## config.mk

```make
export PLATFORM = sky130hd
export DESIGN_NAME = gfx_write_buffer
export DESIGN_NICKNAME = d
export VERILOG_FILES = /design/src/rtl/gfx_write_buffer.sv
export SDC_FILE = /design/constraint.sdc
export NUM_CORES = 1
export LEC_CHECK = 0
export CORE_MARGIN = 4
export CORE_UTILIZATION = 40
export DETAILED_ROUTE_END_ITERATION = 10
export GPL_TIMING_DRIVEN = 0
export MAX_ROUTING_LAYER = met4
export PLACE_DENSITY = 0.77
export RECOVER_POWER = 100
export SETUP_SLACK_MARGIN = 0.2
export SYNTH_ARGS = -nofsm -noshare
export SYNTH_HDL_FRONTEND = slang
export SYNTH_SLANG_ARGS = --single-unit
```

## constraint.sdc

```tcl
create_clock -name clk -period 2.2 [get_ports clk]
set_input_delay 0.66 -clock clk [delete_from_list [all_inputs] [get_ports clk]]
set_output_delay 0.66 -clock clk [all_outputs]
set_load 0.03 [all_outputs]
```

## src/rtl/gfx_write_buffer.sv

```systemverilog
// rtl/gfx_write_buffer.sv - pixel write coalescer feeding a MIG user write port
//
// Collects single-pixel writes (x, y, 8-bit colour) into one 32-bit memory word
// and writes that word to the graphics region as a single masked MIG transaction.
//
// Ports:
//   clk, rst            clock, asynchronous active-high reset
//   calib_done          MIG calibration complete; gates new words and MIG strobes
//   px_valid/px_ready   pixel handshake; px_x, px_y, px_color carry the pixel
//   flush               force write-out of the pending word
//   busy                a word is pending or being written
//   error               sticky MIG write underrun / error flag
//   mem_cmd_*           MIG command port (single-word write)
//   mem_wr_*            MIG write-data port (data, byte mask, full/underrun/error)

`ifndef GRAPHICS_MEM_PREFIX
`define GRAPHICS_MEM_PREFIX 14'h0000
`endif

module gfx_write_buffer #(
   parameter logic [13:0] ADDR_PREFIX       = `GRAPHICS_MEM_PREFIX,
   parameter int          IDLE_FLUSH_CYCLES = 16
) (
   input  logic        clk,
   input  logic        rst,
   input  logic        calib_done,
   input  logic        px_valid,
   output logic        px_ready,
   input  logic [7:0]  px_x,
   input  logic [7:0]  px_y,
   input  logic [7:0]  px_color,
   input  logic        flush,
   output logic        busy,
   output logic        error,
   output logic        mem_cmd_en,
   output logic [2:0]  mem_cmd_instr,
   output logic [5:0]  mem_cmd_bl,
   output logic [29:0] mem_cmd_byte_addr,
   input  logic        mem_cmd_full,
   output logic        mem_wr_en,
   output logic [31:0] mem_wr_data,
   output logic [3:0]  mem_wr_mask,
   input  logic        mem_wr_full,
   input  logic        mem_wr_underrun,
   input  logic        mem_wr_error
);

   typedef enum logic [1:0] {
      S_IDLE    = 2'd0,
      S_COLLECT = 2'd1,
      S_DATA    = 2'd2,
      S_CMD     = 2'd3
   } state_t;

   localparam logic [7:0] FLUSH_LAST = 8'(IDLE_FLUSH_CYCLES - 1);

   state_t      state_q, state_d;
   logic [7:0]  y_q, y_d;
   logic [5:0]  xw_q, xw_d;
   logic [31:0] data_q, data_d;
   logic [3:0]  mask_q, mask_d;
   logic [7:0]  timer_q, timer_d;
   logic        error_q, error_d;

   logic        word_match;
   logic        accept;
   logic [3:0]  lane_onehot;
   logic [31:0] lane_data;
   logic [31:0] byte_en;

   assign word_match  = (px_y == y_q) && (px_x[7:2] == xw_q);
   assign lane_onehot = 4'b0001 << px_x[1:0];
   assign lane_data   = {24'h0, px_color} << {px_x[1:0], 3'b000};

   always_comb begin
      byte_en = '0;
      for (int i = 0; i < 4; i++) begin
         byte_en[8*i +: 8] = {8{lane_onehot[i]}};
      end
   end

   // A non-matching pixel is refused in COLLECT; it is taken once the
   // current word has been written and the buffer is back in IDLE.
   always_comb begin
      case (state_q)
         S_IDLE:    px_ready = calib_done;
         S_COLLECT: px_ready = word_match;
         default:   px_ready = 1'b0;
      endcase
   end

   assign accept = px_valid && px_ready;

   // Strobes only fire in a cycle the MIG FIFO can take them, so each one is
   // high for exactly one accepted cycle.
   assign mem_wr_en  = (state_q == S_DATA) && calib_done && !mem_wr_full;
   assign mem_cmd_en = (state_q == S_CMD)  && calib_done && !mem_cmd_full;

   always_comb begin
      state_d = state_q;
      y_d     = y_q;
      xw_d    = xw_q;
      data_d  = data_q;
      mask_d  = mask_q;
      timer_d = timer_q;
      error_d = error_q | mem_wr_underrun | mem_wr_error;
      case (state_q)
         S_IDLE: begin
            if (accept) begin
               y_d     = px_y;
               xw_d    = px_x[7:2];
               data_d  = lane_data;
               mask_d  = ~lane_onehot;
               timer_d = '0;
               state_d = S_COLLECT;
            end
         end
         S_COLLECT: begin
            if (accept) begin
               data_d  = (data_q & ~byte_en) | lane_data;
               mask_d  = mask_q & ~lane_onehot;
               timer_d = '0;
            end else begin
               timer_d = timer_q + 8'd1;
            end
            // mask_d already includes this cycle's merge, so a fill and its
            // write-out happen on the same edge.
            if ((mask_d == 4'h0) || flush ||
                (!accept && (timer_q == FLUSH_LAST)) ||
                (px_valid && !word_match)) begin
               state_d = S_DATA;
            end
         end
         S_DATA: begin
            if (mem_wr_en) state_d = S_CMD;
         end
         S_CMD: begin
            if (mem_cmd_en) state_d = S_IDLE;
         end
         default: state_d = S_IDLE;
      endcase
   end

   always_ff @(posedge clk or posedge rst) begin
      if (rst) begin
         state_q <= S_IDLE;
         y_q     <= '0;
         xw_q    <= '0;
         data_q  <= '0;
         mask_q  <= 4'hF;
         timer_q <= '0;
         error_q <= 1'b0;
      end else begin
         state_q <= state_d;
         y_q     <= y_d;
         xw_q    <= xw_d;
         data_q  <= data_d;
         mask_q  <= mask_d;
         timer_q <= timer_d;
         error_q <= error_d;
      end
   end

   assign busy              = (state_q != S_IDLE);
   assign error             = error_q;
   assign mem_cmd_instr     = 3'b000;
   assign mem_cmd_bl        = 6'd0;
   assign mem_cmd_byte_addr = {ADDR_PREFIX, y_q, xw_q, 2'b00};
   assign mem_wr_data       = data_q;
   assign mem_wr_mask       = mask_q;

endmodule

```

==> key figures, run 1 <==
Floorplanning
  • Core area: 0.00725 mm2
  • Die W: 94.5 um
  • Die area: 0.00893 mm2
  • Initial core utilization: 41.3%
  • Die height: 94.5 um
  • Top-Level Pins: 113
  • FP Rows: 31

Setup path
  • Critical path depth in cells: 7
  • Worst path buffer plus inverter count: 3
  • Delay of the slowest cell on the worst path: 0.27 ns
  • Worst Path Arrival: 1.83 ns
  • Worst r2r path cells: 10
  • CP most frequent cell: buf_4
  • WP data required: 1.54 ns
  • Crit-path cells: buf_6 > xor2_1 > nor4_2 > buf_4 > nand4_1 > o21ai_1 > buf_4
  • Max FO, Critical Path: 2
  • Critical Path End Type: output pin
  • CP Class: in2out
  • Critical path launch point type: primary input
  • Slowest-stage cell, CP: nor4_2
  • Critical path's top delay family: buffers and inverters

Timing
  • Final hold viol count: 0
  • Max Clk Rate: 402 MHz
  • Max Slew Vio Count: 0
  • Unrepaired setup endpoints after global routing: yes
  • Setup violators final: 47
  • Final worst clock skew: between 0.006 and 0.007 ns
  • Final WS setup: -0.288 ns
  • Period minus WS final: about 2.5 ns
  • Least-Margin Pin Slew: 0.806 ns
  • Tcrit/Tclk final: 113%
  • Worst Hold Margin: 0.472 ns
  • Max_slew headroom: between 40% and 50%

Final layout
  • Number of antenna diodes: 0
  • Area grow syn2layout: 63.9%
  • Fin util: 67.7%
  • Layout cells sized above 1: 37.8%
  • Nets: 468
  • Layout fillers: 534

Clocking
  • Clock slew at reported path FFs: around 0.070 ns
  • TritonCTS clock tree: built
  • H-tree Lvls: 3
  • Max Root-Sink Buffers: 2
  • CTS hold repair buffers: 0
  • Later-pin clock latency in the skew report: 0.33 ns
  • CTS Buf Count: 9
  • CTS sink count: 61
  • Root Driver: clkbuf_8

Global route
  • Initial antenna violation count: 0
  • Overall Global Routing Usage: ~20%
  • First-pass GRT wire length: between 10 and 15 mm
  • Overflow after GRT: 0
  • Largest net degree at the start of global routing: 62
  • Vias in the first global route: 2749

Pwr
  • P_sw: about 3.0 mW
  • Power share of the combinational group: 55.0%
  • Static leakage: approximately 2.5 nW
  • Internal power: 4.01 mW
  • Sequential Power Share: 29.4%
  • Sw frac: 43.2%
  • Pwr dens: approximately 1400 mW/mm2
  • Worst vdd ir: 849 uV
  • Power share of the clock group: 15.6%

Synthesis
  • Number of synthesized register bits: 61
  • Synthesized instance count: ~260
  • Yosys warning count: 0
  • Synthesized area: 0.00299 mm2
  • Ranking of synthesized cells by area: dfrtp_1 (48%), a22o_1 (9.4%), buf_4 (6.5%), mux2_2 (5.3%), xor2_1 (4.1%)
  • Commonest cells in the netlist: dfrtp_1 (57), a22o_1 (32), buf_4 (26), nor2_1 (24)
  • Synth cell types: 43
  • Mean Syn Cell Area: between 10 and 15 um2
  • Dominant synthesized flop cell: dfrtp_1
  • Yosys top cell by area: dfrtp_1
  • Synth top area share: 47.6%
  • Cell with the most instances after synthesis: dfrtp_1
  • Seq/Total Area, Yosys: 51.1%
  • Asr flop ratio synth: 100%
  • Number of synthesized flops with an enable pin: 0

Route
  • # DRC: 0
  • Average routed wire per standard cell: 16.8 um
  • Total iterations of the first detailed-routing run: 4
  • Via density: 5.03
  • Iter 0 DRT Violations: 163
  • Via count: 2680
  • Final antenna-violating net count: 0
  • Detailed Route WL: 8.94 mm

Min path
  • Hold path cells: 1
  • Tightest Hold Check Type: reg2reg

Outcome
  • Outcome: finished, violations left
  • Failing checks: negative setup slack

Run
  • Max_cap viols: 0

Place
  • Port-buffer cells: 86
  • Dpl hpwl: between 5 and 6 mm
  • Gpl congestion: slightly above 0.8
-- final timing paths --
check                             endpoint    start  slack [ns]
max                               px_ready  px_x[4]       -0.29
min                                  error    error        0.47
max reg2reg                     state_q[0]  xw_q[2]       -0.18
min reg2reg                          error    error        0.47
max in group asynchronous          xw_q[2]      rst        0.21
min in group asynchronous  mem_wr_data[13]      rst        0.89
-- cells by family after synthesis --
logic type | after synthesis | share of synthesized area (%)
buf+inv | 42 | 8.94
compound gates | 61 | 16.3
fa+ha+maj | 6 | 2.51
mux | 18 | 6.77
flops | 61 | 51.1
other cells | 1 | 0.125
xor+xnor | 15 | 4.39
simple gates | 60 | 9.78
-- layout make-up --
class	count	area, um2	area share, %
multi-input combinational	187	1550	31.6
timing repair buffer	128	1150	23.5
tap	99	124	2.52
sequential	61	1530	31.2
clock inverter	6	86.3	1.76
clock buffer	10	128	2.60
inverter	8	35.0	0.714
buffer	34	303	6.17
-- registers in the layout (all words and copies together), names as in the netlist --
register,cells
error,1
timer_q,8
state_q,2
xw_q,6
mem_wr_data,32
y_q,8
mem_wr_mask,4
-- cell usage in the layout (no fill, tap or decap), types with 3 or more instances in the layout --
cell type,Yosys,final
nand2_8,0,3
dfstp_2,4,4
dlygate4sd2_1,0,50
ha_4,0,3
o22ai_1,5,5
nor2_1,24,22
clkbuf_8,0,9
nor2_4,0,4
buf_4,26,52
nand3_1,5,5
a22o_1,32,32
buf_6,1,24
clkdlybuf4s15_1,0,6
inv_1,7,3
nand2_1,13,5
clkdlybuf4s50_1,0,12
nand2_2,0,3
xor2_1,14,12
mux2_4,1,15
a22oi_1,6,6
clkinv_2,0,3
buf_2,4,6
conb_1,1,25
o21ai_0,8,7
clkbuf_1,3,3
dfrtp_1,57,57
-- power groups by stage --
stage | registers, mW | clock network (mW) | logic (mW)
after floorplan | 2.93 | 0 | 1.29
after global placement | 2.08 | 0 | 3.41
after detailed placement | 2.09 | 0 | 3.48
after CTS | 2.05 | 1.10 | 3.62
after global routing | 2.15 | 1.15 | 4.11
final | 2.08 | 1.10 | 3.88
-- per-layer routing --
layer,GRT usage [%],up-vias,part of all wire [%]
met4,6.13,0,2.1
met1,24.4,1339,41
met2,33.2,93,52
met5,-,-,0
li1,-,1234,-
met3,4.38,14,4.8
-- through the flow --
stage               power (mW)  std cells  setup WS [ns]  TNS (ns)  cell area, um2
floorplan                 4.23        288         -0.189     -1.91            3170
global placement          5.50        473          -1.18    -46.70            4150
detailed placement        5.57        473          -1.18    -47.75            4150
CTS                       6.78        521         -0.269     -3.22            4730
global route              7.40        533         -0.399    -10.26            4910
finish                    7.06        533         -0.288     -4.53            4910
-- repair_timing --
action | CTS | global route
cloned | 4 | 1
pin swaps | 21 | 21
buffers inserted | 28 | 10
setup endpoints to repair | 115 | 69
gates resized for setup | 180 | 33
Power figures use the tool's default switching activity.
==> run 2: changes to the inputs <==
- CORE_ASPECT_RATIO: unset -> 0.7
- SLEW_MARGIN: unset -> 20
==> key figures, run 2 (synthesis gave the netlist of run 1 again) <==
Outcome
  • Outcome: finished, violations left
  • Failing checks: negative setup slack

Timing
  • Final hold viol count: 0
  • Final worst clock skew: 0.00634 ns
  • Unrepaired setup endpoints after global routing: yes
  • Max Slew Vio Count: 0
  • Final WS setup: -0.366 ns
  • Max_slew headroom: between 10% and 20%
  • Worst Hold Margin: 0.467 ns
  • Period minus WS final: 2.57 ns
  • Least-Margin Pin Slew: 1.25 ns
  • Tcrit/Tclk final: 117%
  • Setup violators final: between 50 and 60
  • Max Clk Rate: around 390 MHz

Setup path
  • CP Class: reg2out
  • WP data required: 1.54 ns
  • Critical Path End Type: output pin
  • Worst Path Arrival: 1.91 ns
  • Max FO, Critical Path: 3
  • Critical path launch point type: flip-flop

Place
  • Port-buffer cells: 86
  • Dpl hpwl: about 5.7 mm
  • Gpl congestion: 0.832

Clocking
  • Later-pin clock latency in the skew report: 0.35 ns
  • Root Driver: clkbuf_8
  • TritonCTS clock tree: built
  • H-tree Lvls: 3
  • CTS Buf Count: 9
  • CTS sink count: 61
  • Max Root-Sink Buffers: 2
  • Clock slew at reported path FFs: around 0.07 ns

Floorplanning
  • FP Rows: 26
  • Die height: 80.4 um
  • Core area: 0.00729 mm2
  • Top-Level Pins: 113
  • Die area: 0.00896 mm2
  • Die W: 111 um
  • Initial core utilization: 41.1%

Pwr
  • Pwr dens: 1440 mW/mm2
  • Static leakage: 2.44 nW
  • Total power: 7.10 mW
  • Worst vdd ir: about 830 uV

Route
  • Final antenna-violating net count: 0
  • # DRC: 0
  • Iter 0 DRT Violations: 113
  • Average routed wire per standard cell: 18.6 um
  • Via density: approximately 5.2
  • Total iterations of the first detailed-routing run: 5
  • Detailed Route WL: 9.65 mm
  • Via count: 2698

Global route
  • Vias in the first global route: approximately 2600
  • Overflow after GRT: 0
  • Overall Global Routing Usage: 19.9%
  • Largest net degree at the start of global routing: 36
  • First-pass GRT wire length: 13.6 mm
  • Initial antenna violation count: 0

Min path
  • Tightest Hold Check Type: reg2reg

Final layout
  • Most common cell after layout, fill and taps aside: dfrtp_1
  • Layout cells sized above 1: 39.5%
  • Number of antenna diodes: 0
  • Number of flip-flops in the largest register: 32
  • Commonest non-fill, non-tap cells in the layout: dfrtp_1 (55), dlygate4sd2_1 (50), buf_4 (39)
  • Area grow syn2layout: 64.2%
  • Nets: 454

Run
  • Max_cap viols: 0
[run 2: cell types whose count changed in the layout (fill, tap and decap cells not counted), sizes merged]
| cell | previous run | this run |
|---|---|---|
| buf | 87 | 71 |
| clkdlybuf4s15 | 6 | 1 |
| inv | 7 | 9 |
| bufinv | 2 | 1 |
| clkdlybuf4s25 | 0 | 4 |
| clkinvlp | 2 | 4 |
| clkbuf | 15 | 18 |
| nor2 | 28 | 27 |
| dlymetal6s2s | 0 | 1 |
| clkinv | 3 | 0 |
[run 2: power breakdown]
| group | switching (mW) | internal [mW] | leakage [nW] | total [mW] |
|---|---|---|---|---|
| Clock | 0.489 | 0.561 | 0.0955 | 1.05 |
| Sequential | 0.454 | 1.68 | 0.768 | 2.13 |
| Combinational | 2.24 | 1.67 | 1.58 | 3.91 |
| Total | 3.19 | 3.91 | 2.44 | 7.10 |
[run 2: metrics by stage]
stage	std cells	TNS [ns]	instance area (um2)	setup WS, ns	util, %
3_5_place_dp	473	-52.79	4170	-1.20	57.2
6_report	518	-7.74	4920	-0.366	67.5
4_1_cts	506	-5.10	4610	-0.241	63.2
2_1_floorplan	288	-1.91	3170	-0.189	-
3_3_place_gp	472	-48.15	4150	-1.16	57.0
5_1_grt	518	-10.14	4920	-0.445	67.5
[run 2: worst paths after layout]
| check | from | end | slack (ns) | cells after the start |
|---|---|---|---|---|
| max | xw_q[4] | px_ready | -0.37 | 5 |
| min | error | error | 0.47 | 1 |
| max reg2reg | xw_q[4] | state_q[1] | -0.34 | 8 |
| min reg2reg | error | error | 0.47 | 1 |
| max in group asynchronous | rst | mem_wr_mask[1] | 0.29 | 3 |
| min in group asynchronous | rst | mem_wr_data[5] | 1.02 | 2 |
[run 2: repair_timing]
action / CTS / global route
setup endpoints to repair: 115 / 68
cloned: 3 / 1
gates resized for setup: 163 / 73
pin swaps: 17 / 32
hold buffers: 0 / 0
buffers inserted: 14 / 11
[run 2: final cells by class]
| class | instances | area, um2 |
|---|---|---|
| Clock inverter | 6 | 70.1 |
| Sequential cell | 61 | 1530 |
| Fill cell | 524 | 2370 |
| Clock buffer | 10 | 138 |
| Multi-Input combinational cell | 186 | 1650 |
| Timing Repair Buffer | 115 | 1050 |
| Tap cell | 98 | 123 |
| Buffer | 34 | 309 |
| Inverter | 8 | 43.8 |
[run 2: critical path: stages, from the launching register on]
cell and delay [ns]:
dfrtp_1 0.43, xor2_2 0.21, nor4_2 0.35, nand4_1 0.20, o21ai_1 0.18, buf_4 0.19
[run 2: metal layers]
layer  vias to the layer above  track usage, %  part of all wire, %
li1                       1206               -                    -
met1                      1356            26.5                   44
met2                       115            30.3                   48
met3                        21            6.10                  6.0
met4                         0            4.86                  2.0
met5                         -               -                    0
